File: config.mk
export PLATFORM = sky130hd
export DESIGN_NAME = plab4_net_sd_eject_buf
export DESIGN_NICKNAME = d
export VERILOG_FILES = /design/src/rtl/plab4_net_sd_eject_buf.sv
export SDC_FILE = /design/constraint.sdc
export NUM_CORES = 1
export LEC_CHECK = 0
export CAP_MARGIN = 15
export CELL_PAD_IN_SITES_DETAIL_PLACEMENT = 1
export CELL_PAD_IN_SITES_GLOBAL_PLACEMENT = 1
export CORE_MARGIN = 2
export CORE_UTILIZATION = 45
export CTS_CLUSTER_SIZE = 28
export DETAILED_ROUTE_END_ITERATION = 8
export GPL_TIMING_DRIVEN = 0
export PLACE_DENSITY_LB_ADDON = 0.25
export SKIP_CTS_REPAIR_TIMING = 1
export SLEW_MARGIN = 10
export SYNTH_ARGS = -nofsm -noshare
export SYNTH_HDL_FRONTEND = slang
export SYNTH_SLANG_ARGS = --single-unit
export TNS_END_PERCENT = 30
File: constraint.sdc
create_clock -name clk -period 15.9 [get_ports clk]
set_input_delay 2.385 -clock clk [delete_from_list [all_inputs] [get_ports clk]]
set_output_delay 2.385 -clock clk [all_outputs]
set_load 0.03 [all_outputs]
File: src/rtl/plab4_net_sd_eject_buf.sv
//------------------------------------------------------------------------
// plab4_net_sd_eject_buf
//------------------------------------------------------------------------
// Ejection-side buffer for one terminal port of the security-domain ring.
// The network stream is time-multiplexed between two security domains by
// cur_sd. Each accepted message is sorted into a per-domain FIFO, and each
// FIFO drives its own domain's val/rdy consumer interface. Acceptance for
// domain d depends only on FIFO d, so one domain's consumer can never
// change when the other domain's messages are accepted.
//
// Ports:
//   clk, reset           clock; asynchronous active-high reset
//   cur_sd               security domain the network serves this cycle
//   net_val/net_rdy/net_msg
//                        network-side stream for domain cur_sd
//   out_val_d/out_rdy_d/out_msg_d (d = 0, 1)
//                        per-domain consumer stream (FIFO head)
//   count_0, count_1     per-domain FIFO occupancy
//
// p_num_entries must be a power of two and at least 2.
//------------------------------------------------------------------------

module plab4_net_sd_eject_buf #(
  parameter int unsigned p_payload_nbits = 32,
  parameter int unsigned p_opaque_nbits  = 3,
  parameter int unsigned p_srcdest_nbits = 3,
  parameter int unsigned p_num_entries   = 2,

  localparam int unsigned m           = p_payload_nbits + p_opaque_nbits
                                        + 2 * p_srcdest_nbits,
  localparam int unsigned c_cnt_nbits = $clog2(p_num_entries + 1)
)(
  input  logic                   clk,
  input  logic                   reset,

  input  logic                   cur_sd,
  input  logic                   net_val,
  output logic                   net_rdy,
  input  logic [m-1:0]           net_msg,

  output logic                   out_val_0,
  input  logic                   out_rdy_0,
  output logic [m-1:0]           out_msg_0,

  output logic                   out_val_1,
  input  logic                   out_rdy_1,
  output logic [m-1:0]           out_msg_1,

  output logic [c_cnt_nbits-1:0] count_0,
  output logic [c_cnt_nbits-1:0] count_1
);

  localparam int unsigned c_num_sd    = 2;
  localparam int unsigned c_ptr_nbits = $clog2(p_num_entries);

  localparam logic [c_cnt_nbits-1:0] c_full = c_cnt_nbits'(p_num_entries);
  localparam logic [c_ptr_nbits-1:0] c_last = c_ptr_nbits'(p_num_entries - 1);

  // Per-domain FIFO state, indexed by security domain
  logic [m-1:0]           storage [c_num_sd][p_num_entries];
  logic [c_ptr_nbits-1:0] enq_ptr [c_num_sd];
  logic [c_ptr_nbits-1:0] deq_ptr [c_num_sd];
  logic [c_cnt_nbits-1:0] count   [c_num_sd];

  logic                   enq_go;
  logic [c_num_sd-1:0]    enq_sd;
  logic [c_num_sd-1:0]    deq_go;
  logic [c_num_sd-1:0]    not_empty;

  // Pointer advance with explicit wrap at the last entry
  function automatic logic [c_ptr_nbits-1:0] ptr_inc(
    input logic [c_ptr_nbits-1:0] ptr
  );
    return (ptr == c_last) ? '0 : c_ptr_nbits'(ptr + c_ptr_nbits'(1));
  endfunction

  //----------------------------------------------------------------------
  // Handshake decode
  //----------------------------------------------------------------------

  // net_rdy looks only at the cur_sd FIFO's fullness; a full FIFO being
  // drained this cycle still refuses, keeping the consumer side out of it.
  always_comb begin
    net_rdy      = (count[cur_sd] != c_full);
    enq_go       = net_val && net_rdy;
    enq_sd       = '0;
    enq_sd[0]    = enq_go && (cur_sd == 1'b0);
    enq_sd[1]    = enq_go && (cur_sd == 1'b1);
    not_empty[0] = (count[0] != '0);
    not_empty[1] = (count[1] != '0);
    deq_go       = '0;
    deq_go[0]    = not_empty[0] && out_rdy_0;
    deq_go[1]    = not_empty[1] && out_rdy_1;
  end

  //----------------------------------------------------------------------
  // FIFO state update
  //----------------------------------------------------------------------

  always_ff @(posedge clk or posedge reset) begin
    if (reset) begin
      for (int d = 0; d < c_num_sd; d++) begin
        enq_ptr[d] <= '0;
        deq_ptr[d] <= '0;
        count[d]   <= '0;
        for (int e = 0; e < p_num_entries; e++) begin
          storage[d][e] <= '0;
        end
      end
    end
    else begin
      for (int d = 0; d < c_num_sd; d++) begin
        if (enq_sd[d]) begin
          storage[d][enq_ptr[d]] <= net_msg;
          enq_ptr[d]             <= ptr_inc(enq_ptr[d]);
        end

        if (deq_go[d]) begin
          deq_ptr[d] <= ptr_inc(deq_ptr[d]);
        end

        // Simultaneous enqueue and dequeue leaves the count unchanged
        case ({enq_sd[d], deq_go[d]})
          2'b10:   count[d] <= c_cnt_nbits'(count[d] + c_cnt_nbits'(1));
          2'b01:   count[d] <= c_cnt_nbits'(count[d] - c_cnt_nbits'(1));
          default: count[d] <= count[d];
        endcase
      end
    end
  end

  //----------------------------------------------------------------------
  // Consumer-side outputs (heads are zeroed when a FIFO is empty)
  //----------------------------------------------------------------------

  always_comb begin
    out_val_0 = not_empty[0];
    out_val_1 = not_empty[1];
    out_msg_0 = not_empty[0] ? storage[0][deq_ptr[0]] : '0;
    out_msg_1 = not_empty[1] ? storage[1][deq_ptr[1]] : '0;
    count_0   = count[0];
    count_1   = count[1];
  end

endmodule

## Word level (Yosys, flattened, before mapping)

Index checks and enable logic that the tools add are counted.

| storage, ports and cells | value |
|---|---|
| word-level logic and storage cells | 70 |
| bits of input ports | 47 |
| output and inout bits | 89 |
| bits in registers | 172 |

| operators by class | value |
|---|---|
| $add $sub $neg | 8 |
| reduce and logical (&&, ||, !) cells | 11 |
| bitwise operators | 6 |
| equality and inequality tests | 5 |
| order comparisons | 7 |
| muxes and demuxes | 23 |

Operators by type and width:

| kind | number |
|---|---|
| $mux 41 | 10 |
| $bwmux 82 | 2 |
| $demux 41 s1 | 2 |
| $ge 2x2->1 const B | 5 |
| $not 1->2 | 5 |
| $pmux 2 s2 | 2 |
| $reduce_bool 2->1 | 4 |
| $logic_and 1x1->1 | 7 |
| $mux 2 | 3 |
| $add 1x1->1 const B | 4 |
| $add 2x1->2 const B | 2 |
| $eq 2x1->1 const B | 2 |
| $eq 2x2->1 const B | 2 |
| $lt 2x1->1 const B | 2 |
| $mux 1 | 4 |
| $sub 2x1->2 const B | 2 |
| $ne 2x2->1 const B | 1 |
| $not 1->1 | 1 |

## Logic depth before layout (Yosys ltp)

Gate-level depths: netlist of run 1.

| depth | value |
|---|---|
| depth in word-level cells | 9 |
| mapped depth | 7 |
| gate-level depth less buffers | 7 |

## Worst setup path after synthesis of run 1

OpenSTA, ideal clock, no wires.

| timing path | value |
|---|---|
| path kind | input -> output |
| from | input cur_sd |
| to | output net_rdy |
| path buffers | 0 |
| data required time | 13.515 ns |
| cell stages on the path | 2 |
| arrival | 2.895 ns |
| slack | 10.620 ns |
| path through | nor2_1 a21oi_1 |

| between the ends | value |
|---|---|
| word-level cells in the longest chain between the ends | 5 |

RTL lines:

| element | RTL line | text |
|---|---|---|
| start, declared | 36 | `input logic cur_sd,` |
| $not 1->2 (not written as such) | 84 | `net_rdy = (count[cur_sd] != c_full);` |
| $mux 2 (not written as such) (3 in series) | 84 |  |
| $ne 2x2->1 | 84 |  |
| end, declared | 38 | `output logic net_rdy,` |

Every way passes these cells. The select of a mux whose other input is x is not followed.

## Final worst setup path of run 1

Ends and elaborated chain as after synthesis.

==> flow_metrics.env, run 1 <==
export IMPL_status="completed"
export IMPL_setup_ws_ns=9.55
export IMPL_powerDensity_nw_per_um2=264
export IMPL_pre_cts_slack_ns=9.54
export IMPL_antenna_cells=0
export IMPL_crit_buf_inv=2
export IMPL_skew_ns=0.00725
export IMPL_dpl_hpwl_um=13200
export IMPL_post_drt_wl_per_cell_um=20.7
export IMPL_setup_viol=0
export IMPL_worst_ep_required_time_ns=13.52
export IMPL_area_growth_pct=29.1
export IMPL_hold_class="flop to flop"
export IMPL_route_detailed_drc=0
export IMPL_vias_per_cell=5.26
export IMPL_grt_pass1_vias=5645
export IMPL_syn_num_nets=617
export IMPL_cp_data_arrival_time_ns=3.96
export IMPL_chipWidth_um=135
export IMPL_routed_wl_um=19700
export IMPL_start_util_pct=46.2
export IMPL_slew_headroom_pct=42.8
export IMPL_grt_start_max_net_pins=121
export IMPL_setup_tns_ns=0
export IMPL_fin_nets=772
export IMPL_grt_pass1_wl_um=31200
export IMPL_slowest_stage="clkdlybuf4s50_1"
export IMPL_slew_violations=0
export IMPL_drive_above_1_share_pct=29.4
export IMPL_cp_end_kind="output pin"
export IMPL_synthCells=568
export IMPL_syn_avg_cell_area_um2=13.6
export IMPL_clk_latency_ns=0.43
export IMPL_yosysWarnings=0
export IMPL_path_class="input port to output pin"
export IMPL_drt_iter0_markers=154
export IMPL_place_detailed_instances=924
export IMPL_cp_cell_sequence="clkdlybuf4s50_1, nor2_1, a21oi_1, clkdlybuf4s50_1"
export IMPL_max_vdd_ir_drop_mv=0.142
export IMPL_ys_ff_latch=172
export IMPL_tightest_slew_ns=0.858
export IMPL_yosysSeqAreaShare_pct=55.8
export IMPL_grt_use_total_pct=22.8
export IMPL_gp_congestion=0.725
export IMPL_fp_dieH_um=135
export IMPL_cts_root_buf="clkbuf_16"
export IMPL_cts_sinks=172
export IMPL_critPathLaunchType="input port"
export IMPL_design_portCount=136
export IMPL_yosysUniqueCellTypes=25
export IMPL_final_antenna_net_count=0
export IMPL_io_buffers=135
export IMPL_crit_fanout=8
export IMPL_cts_buffers=17
export IMPL_num_rows=47
export IMPL_timing_final_hold_violations=0
export IMPL_r2r_slack_ns=13.94
export IMPL_path_common_cell="clkdlybuf4s50_1"
export IMPL_drt_pass1_iter_count=4
export IMPL_cts_buffer_depth=2
export IMPL_htreeDepth=4
export IMPL_critPathTopFamily="buffers and inverters"
export IMPL_multiInputGateArea_um2=3200
export IMPL_antenna_found_initial=0
export IMPL_filler_cell_count=1648
export IMPL_instances_no_fill=955
export IMPL_power_leakage_nw=4.40
export IMPL_mostFrequentLayoutCells="dfrtp_1 (172), mux2_2 (156), clkdlybuf4s50_1 (135)"
export IMPL_core_um2=16700
export IMPL_grt_overflow_total=0
export IMPL_netlist_area_um2=7720
export IMPL_clock_fmax_mhz=158
export IMPL_die_area_um2=18200
export IMPL_path_clk_slew_ns=0.06
export IMPL_cpPeakStageDelay_ns=0.71
export IMPL_ff_latch_area_um2=4300
export IMPL_post_route_period_util_pct=39.9
export IMPL_vias=5024
export IMPL_cts_tree="built"
export IMPL_rsz0062_at_grt="false"
export IMPL_drv_cap=0
export IMPL_final_common_cell="dfrtp_1"
export IMPL_period_needed_ns=6.35
[registers in the layout (all words and copies together) (netlist names)]
| signal | cells |
|---|---|
| count_0 | 2 |
| count_1 | 2 |
| deq_ptr | 2 |
| enq_ptr | 2 |
| storage | 164 |
[cell usage after synthesis]
master	count	share of area, %
a21oi_1	1	0.065
and2_1	2	0.16
and4bb_2	1	0.16
buf_2	17	1.1
buf_4	4	0.39
buf_6	4	0.58
clkbuf_1	10	0.49
dfrtp_1	172	56
ha_1	2	0.32
inv_1	3	0.15
mux2_1	8	1.2
mux2_2	156	23
mux2i_1	82	11
nand2_1	1	0.049
nand2b_1	1	0.081
nand2b_4	1	0.18
nand3_1	1	0.065
nand3b_1	1	0.097
nand4_1	1	0.081
nand4b_1	1	0.11
nor2_1	87	4.2
nor2b_1	1	0.081
nor3_2	1	0.13
xnor2_1	6	0.68
xor2_1	4	0.45
[final timing paths]
kind	start	cells past startpoint	endpoint
worst max-delay path	cur_sd	4	net_rdy
worst min-delay path	enq_ptr[1]$_DFFE_PP0P_	1	enq_ptr[1]$_DFFE_PP0P_
worst max register to register	count_0[1]$_DFFE_PP0P_	7	count_0[1]$_DFFE_PP0P_
worst min register to register	enq_ptr[1]$_DFFE_PP0P_	1	enq_ptr[1]$_DFFE_PP0P_
max in group asynchronous	reset	3	storage[65]$_DFFE_PP0P_
min in group asynchronous	reset	2	storage[46]$_DFFE_PP0P_
[area by class of cell]
| cell class | instances | area share [%] |
|---|---|---|
| Buffer | 35 | 1.98 |
| Clock buffer | 19 | 4.45 |
| Clock inverter | 12 | 1.39 |
| Inverter | 3 | 0.188 |
| Multi-Input combinational cell | 358 | 32.2 |
| Sequential cell | 172 | 43.2 |
| Tap cell | 220 | 2.76 |
| Timing Repair Buffer | 136 | 13.8 |
[report_power, final]
| group | internal [W] | switching (W) | leakage (nW) |
|---|---|---|---|
| combinational | 0.000641 | 0.000789 | 2.08 |
| sequential | 0.000663 | 0.000125 | 2.04 |
| clock | 0.000237 | 0.000176 | 0.278 |
[kinds of logic after synthesis]
logic type               count (synthesis)  share of synthesized area, %
AO/OA/AOI/OAI                            1                        0.0648
XOR/XNOR                                10                          1.13
adder cells (fa/ha/maj)                  2                         0.324
buffers and inverters                   38                          2.71
flip-flops                             172                          55.8
multiplexers                           246                          34.6
AND/OR/NAND/NOR                         99                          5.43
[routing by layer]
metal	up-vias	wire [um]	GRT usage (%)	share of wire, %
li1	2276	-	-	-
met2	93	10400	41.0	53
met3	21	588	4.24	3.0
met1	2634	8470	28.1	43
met5	-	0	0	0
met4	0	252	6.19	1.3
[worst register-to-register path, cell delays in order (launching register included)]
cell	delay [ns]
dfrtp_1	0.45
nor2_1	0.38
inv_1	0.16
and2_1	0.22
ha_1	0.20
xnor2_1	0.19
nor2_1	0.09
xor2_1	0.14
[stage by stage]
| stage | util (%) | cell area [um2] | power, W | hold WS (ns) |
|---|---|---|---|---|
| floorplan | - | 7720 | 0.00167 | 0.457 |
| global placement | 55.9 | 9340 | 0.00216 | 0.467 |
| detailed placement | 56.2 | 9380 | 0.00223 | 0.486 |
| CTS | 59.6 | 9960 | 0.00265 | 0.501 |
| global route | 59.6 | 9960 | 0.00277 | 0.515 |
| finish | 59.6 | 9960 | 0.00263 | 0.495 |
(Power assumes the default switching activity.)
==> run 2, diff against run 1 <==
--- a/config.mk
+++ b/config.mk
@@ -9,7 +9,7 @@
 export CELL_PAD_IN_SITES_DETAIL_PLACEMENT = 1
 export CELL_PAD_IN_SITES_GLOBAL_PLACEMENT = 1
 export CORE_MARGIN = 2
-export CORE_UTILIZATION = 45
+export CORE_UTILIZATION = 43
 export CTS_CLUSTER_SIZE = 28
 export DETAILED_ROUTE_END_ITERATION = 8
 export GPL_TIMING_DRIVEN = 0
==> constraint.sdc (replaced) <==
create_clock -name clk -period 6.4 [get_ports clk]
set_input_delay 0.96 -clock clk [delete_from_list [all_inputs] [get_ports clk]]
set_output_delay 0.96 -clock clk [all_outputs]
set_load 0.03 [all_outputs]
==> flow_metrics.env, run 2 (synthesized netlist as in run 1, its figures left out) <==
export IMPL_status="completed"
export IMPL_powerDensity_nw_per_um2=656
export IMPL_rsz0062_at_grt="false"
export IMPL_regMostFlops="storage"
export IMPL_ff_latch_area_um2=4300
export IMPL_die_area_um2=19000
export IMPL_hold_worst_slack_ns=0.494
export IMPL_slew_headroom_pct=50.2
export IMPL_crit_fanout=10
export IMPL_drv_cap=0
export IMPL_grt_start_max_net_pins=117
export IMPL_setup_viol=0
export IMPL_grt_pass1_wl_um=31800
export IMPL_post_drt_wl_per_cell_um=21.0
export IMPL_chipWidth_um=138
export IMPL_routed_wl_um=20100
export IMPL_route_detailed_drc=0
export IMPL_path_clk_slew_ns=0.06
export IMPL_fin_nets=772
export IMPL_critPathLaunchType="flop"
export IMPL_gp_congestion=0.730
export IMPL_clk_latency_ns=0.42
export IMPL_core_um2=17400
export IMPL_drt_iter0_markers=183
export IMPL_filler_cell_count=1728
export IMPL_cts_buffers=17
export IMPL_hold_class="flop to flop"
export IMPL_fp_dieH_um=138
export IMPL_vias_per_cell=5.20
export IMPL_cts_sinks=172
export IMPL_grt_overflow_total=0
export IMPL_slew_violations=0
export IMPL_min_path_cells=1
export IMPL_clock_fmax_mhz=273
export IMPL_post_route_period_util_pct=57.2
export IMPL_dpl_hpwl_um=13300
export IMPL_max_vdd_ir_drop_mv=0.313
export IMPL_antenna_found_initial=0
export IMPL_final_area_um2=9960
export IMPL_design_portCount=136
export IMPL_cp_end_kind="output pin"
export IMPL_io_buffers=135
export IMPL_reg2reg_to="count_0[1]$_DFFE_PP0P_"
export IMPL_whs_endpoint="storage[154]$_DFFE_PP0P_"
export IMPL_cp_data_arrival_time_ns=2.70
export IMPL_power_leakage_nw=4.40
export IMPL_drive_above_1_share_pct=29.3
export IMPL_num_rows=48
export IMPL_largest_reg_flops=164
export IMPL_grt_use_total_pct=22.4
export IMPL_path_class="flop to output pin"
export IMPL_rr_startpoint="count_0[0]$_DFFE_PP0P_"
export IMPL_area_growth_pct=29.1
export IMPL_skew_ns=0.00868
export IMPL_timing_final_hold_violations=0
export IMPL_final_util_pct=57.2
export IMPL_tightest_slew_ns=0.747
export IMPL_hp_start="storage[154]$_DFFE_PP0P_"
export IMPL_post_dp_cell_area_um2=9390
export IMPL_cts_tree="built"
export IMPL_htreeDepth=4
export IMPL_cts_buffer_depth=2
export IMPL_period_needed_ns=3.66
export IMPL_grt_pass1_vias=5676
export IMPL_vias=4995
export IMPL_rr_worst_depth=6
export IMPL_final_common_cell="dfrtp_1"
export IMPL_worst_ep_required_time_ns=5.44
export IMPL_drt_pass1_iter_count=4
export IMPL_mostFrequentLayoutCells="dfrtp_1 (172), mux2_2 (156), clkdlybuf4s50_1 (135)"
export IMPL_r2r_slack_ns=4.35
export IMPL_cts_root_buf="clkbuf_16"
export IMPL_antenna_cells=0
export IMPL_multiInputGateArea_um2=3200
export IMPL_start_util_pct=44.3
export IMPL_final_antenna_net_count=0
[run 2: through the flow]
stage          instances  power [W]  setup slack (ns)  setup TNS (ns)
3_5_place_dp         929    0.00554              2.89               0
4_1_cts              960    0.00661              2.68               0
3_3_place_gp         928    0.00538             -1.15         -195.30
5_1_grt              960    0.00689              2.59               0
2_1_floorplan        568    0.00415             0.780               0
6_report             960    0.00654              2.74               0
[run 2: worst max-delay path by stage]
| stage | slack [ns] | start | depth (start not counted) | endpoint |
|---|---|---|---|---|
| floorplan | 0.78 | reset | 1 | count_0[0]$_DFFE_PP0P_ |
| global placement | -1.15 | reset | 2 | storage[94]$_DFFE_PP0P_ |
| detailed placement | 2.89 | cur_sd | 4 | net_rdy |
| CTS | 2.68 | count_0[0]$_DFFE_PP0P_ | 4 | out_msg_0[27] |
| global route | 2.59 | count_0[0]$_DFFE_PP0P_ | 4 | out_msg_0[27] |
| finish | 2.74 | count_0[0]$_DFFE_PP0P_ | 4 | out_msg_0[31] |
[run 2: cell type report]
cell class | instances | area share (%)
clock buffers | 21 | 4.62
clock inverters | 10 | 1.17
well taps | 225 | 2.83
inverters | 3 | 0.188
plain buffers | 35 | 1.98
flip-flops and latches | 172 | 43.2
multi-input cells | 358 | 32.2
repair buffers | 136 | 13.8
[run 2: critical path, stage by stage, from the launching register on]
cell	delay [ns]
dfrtp_1	0.44
nor2_1	0.54
clkbuf_1	0.51
nor2_1	0.16
clkdlybuf4s50_1	0.63
[run 2: power breakdown]
| part | total (W) | internal, W | switching, W |
|---|---|---|---|
| registers | 0.00196 | 0.00165 | 0.000316 |
| logic | 0.00356 | 0.00159 | 0.00196 |
| clock network | 0.00102 | 0.000594 | 0.000424 |
| total | 0.00654 | 0.00383 | 0.00270 |
[run 2: routing by layer]
metal	global-route usage [%]	up-vias	part of all wire, %
met5	0	-	0
li1	-	2271	-
met2	39.2	90	52
met3	4.02	20	3.3
met1	28.5	2614	44
met4	6.12	0	1.2
==> run 3, diff against run 2 <==
==> constraint.sdc (replaced) <==
create_clock -name clk -period 3.7 [get_ports clk]
set_input_delay 0.555 -clock clk [delete_from_list [all_inputs] [get_ports clk]]
set_output_delay 0.555 -clock clk [all_outputs]
set_load 0.03 [all_outputs]
==> flow_metrics.env, run 3 (synthesized netlist as in run 1, its figures left out) <==
export IMPL_mostFrequentLayoutCells="dfrtp_1 (172), mux2_2 (156), clkdlybuf4s50_1 (135)"
export IMPL_tightest_slew_ns=0.743
export IMPL_slew_headroom_pct=50.5
export IMPL_chipWidth_um=138
export IMPL_comb_power_share_pct=54.7
export IMPL_design_portCount=136
export IMPL_gp_congestion=0.700
export IMPL_grt_start_max_net_pins=40
export IMPL_switching_share_pct=41.7
export IMPL_intPower_w=0.00654
export IMPL_period_needed_ns=3.23
export IMPL_path_clk_slew_ns=0.07
export IMPL_drt_pass1_iter_count=4
export IMPL_setup_viol=0
export IMPL_rsz0062_at_grt="false"
export IMPL_crit_fanout=10
export IMPL_rr_worst_depth=6
export IMPL_post_drt_wl_per_cell_um=20.9
export IMPL_hold_worst_slack_ns=0.491
export IMPL_seqPwrFrac_pct=30.2
export IMPL_critPathLaunchType="flop"
export IMPL_cts_buffers=17
export IMPL_cts_buffer_depth=2
export IMPL_cts_root_buf="clkbuf_16"
export IMPL_clockPowerShare_pct=15.1
export IMPL_grt_pass1_vias=5601
export IMPL_dpl_hpwl_um=13800
export IMPL_drive_above_1_share_pct=29.9
export IMPL_final_area_um2=10000
export IMPL_post_dp_cell_area_um2=9430
export IMPL_largest_reg_flops=164
export IMPL_path_class="flop to output pin"
export IMPL_r2r_slack_ns=1.76
export IMPL_final_antenna_net_count=0
export IMPL_reg2reg_to="count_1[1]$_DFFE_PP0P_"
export IMPL_drt_iter0_markers=126
export IMPL_grt_pass1_wl_um=31400
export IMPL_drv_cap=0
export IMPL_power_leakage_nw=4.42
export IMPL_worst_ep_required_time_ns=3.14
export IMPL_route_detailed_drc=0
export IMPL_slew_violations=0
export IMPL_regMostFlops="storage"
export IMPL_routed_wl_um=20100
export IMPL_max_vdd_ir_drop_mv=0.626
export IMPL_final_util_pct=57.4
export IMPL_startpoint="count_1[0]$_DFFE_PP0P_"
export IMPL_status="completed"
export IMPL_switching_power_w=0.00468
export IMPL_cts_sinks=172
export IMPL_final_common_cell="dfrtp_1"
export IMPL_start_util_pct=44.3
export IMPL_grt_use_total_pct=22.4
export IMPL_num_rows=48
export IMPL_antenna_cells=0
export IMPL_min_path_cells=1
export IMPL_fin_nets=775
export IMPL_cts_tree="built"
export IMPL_core_um2=17400
export IMPL_clk_latency_ns=0.43
export IMPL_whs_endpoint="storage[75]$_DFFE_PP0P_"
export IMPL_rr_startpoint="count_1[0]$_DFFE_PP0P_"
export IMPL_skew_ns=0.0118
export IMPL_cp_data_arrival_time_ns=2.68
export IMPL_io_buffers=135
export IMPL_vias_per_cell=5.20
export IMPL_htreeDepth=4
export IMPL_post_route_period_util_pct=87.4
export IMPL_antenna_found_initial=0
export IMPL_hp_start="storage[75]$_DFFE_PP0P_"
export IMPL_fp_dieH_um=138
export IMPL_vias=5016
export IMPL_hold_class="flop to flop"
export IMPL_timing_final_hold_violations=0
export IMPL_cp_end_kind="output pin"
export IMPL_area_growth_pct=29.6
export IMPL_die_area_um2=19000
export IMPL_clock_fmax_mhz=309
export IMPL_powerDensity_nw_per_um2=1120
export IMPL_grt_overflow_total=0
-- run 3: per-layer routing --
layer / share of wire [%] / vias up / track usage, %
li1: - / 2278 / -
met1: 41 / 2619 / 27.1
met2: 53 / 100 / 40.1
met3: 4.2 / 19 / 4.97
met4: 1.2 / 0 / 6.58
met5: 0 / - / 0
-- run 3: how the worst max path moves through the flow --
stage                                   end  depth (start not counted)
floorplan            count_0[0]$_DFFE_PP0P_                          1
global placement    storage[25]$_DFFE_PP0P_                          2
detailed placement            out_msg_0[39]                          4
CTS                           out_msg_0[39]                          4
global route                  out_msg_0[27]                          4
finish                        out_msg_1[30]                          4
-- run 3: stage by stage --
step / total power, W / std cells / setup TNS (ns) / setup WS [ns]
6_report: 0.0112 / 964 / 0 / 0.468
5_1_grt: 0.0119 / 964 / 0 / 0.293
4_1_cts: 0.0114 / 964 / 0 / 0.410
3_5_place_dp: 0.00960 / 932 / 0 / 0.873
3_3_place_gp: 0.00932 / 928 / -49.15 / -0.294
2_1_floorplan: 0.00719 / 568 / 0 / 0.948
-- run 3: power by group through the flow --
stage / logic (W) / clock network [W] / registers, W
2_1_floorplan: 0.00392 / 0 / 0.00327
3_3_place_gp: 0.00602 / 0 / 0.00330
3_5_place_dp: 0.00619 / 0 / 0.00341
4_1_cts: 0.00624 / 0.00173 / 0.00339
5_1_grt: 0.00653 / 0.00181 / 0.00351
6_report: 0.00614 / 0.00169 / 0.00339
-- run 3: worst max-delay path, cell delays in order (launching register included) --
cell,delay (ns)
dfrtp_1,0.46
nor2_1,0.36
clkbuf_1,0.62
nor2_1,0.17
clkdlybuf4s50_1,0.64
-- run 3: cell type report --
class / instances / area (um2)
fill: 1731 / 7410
timing repair buffer: 139 / 1430
multi-input combinational: 358 / 3200
clock inverter: 11 / 87.6
clock buffer: 21 / 480
inverter: 3 / 15.0
tap: 225 / 282
sequential: 172 / 4300
buffer: 35 / 198
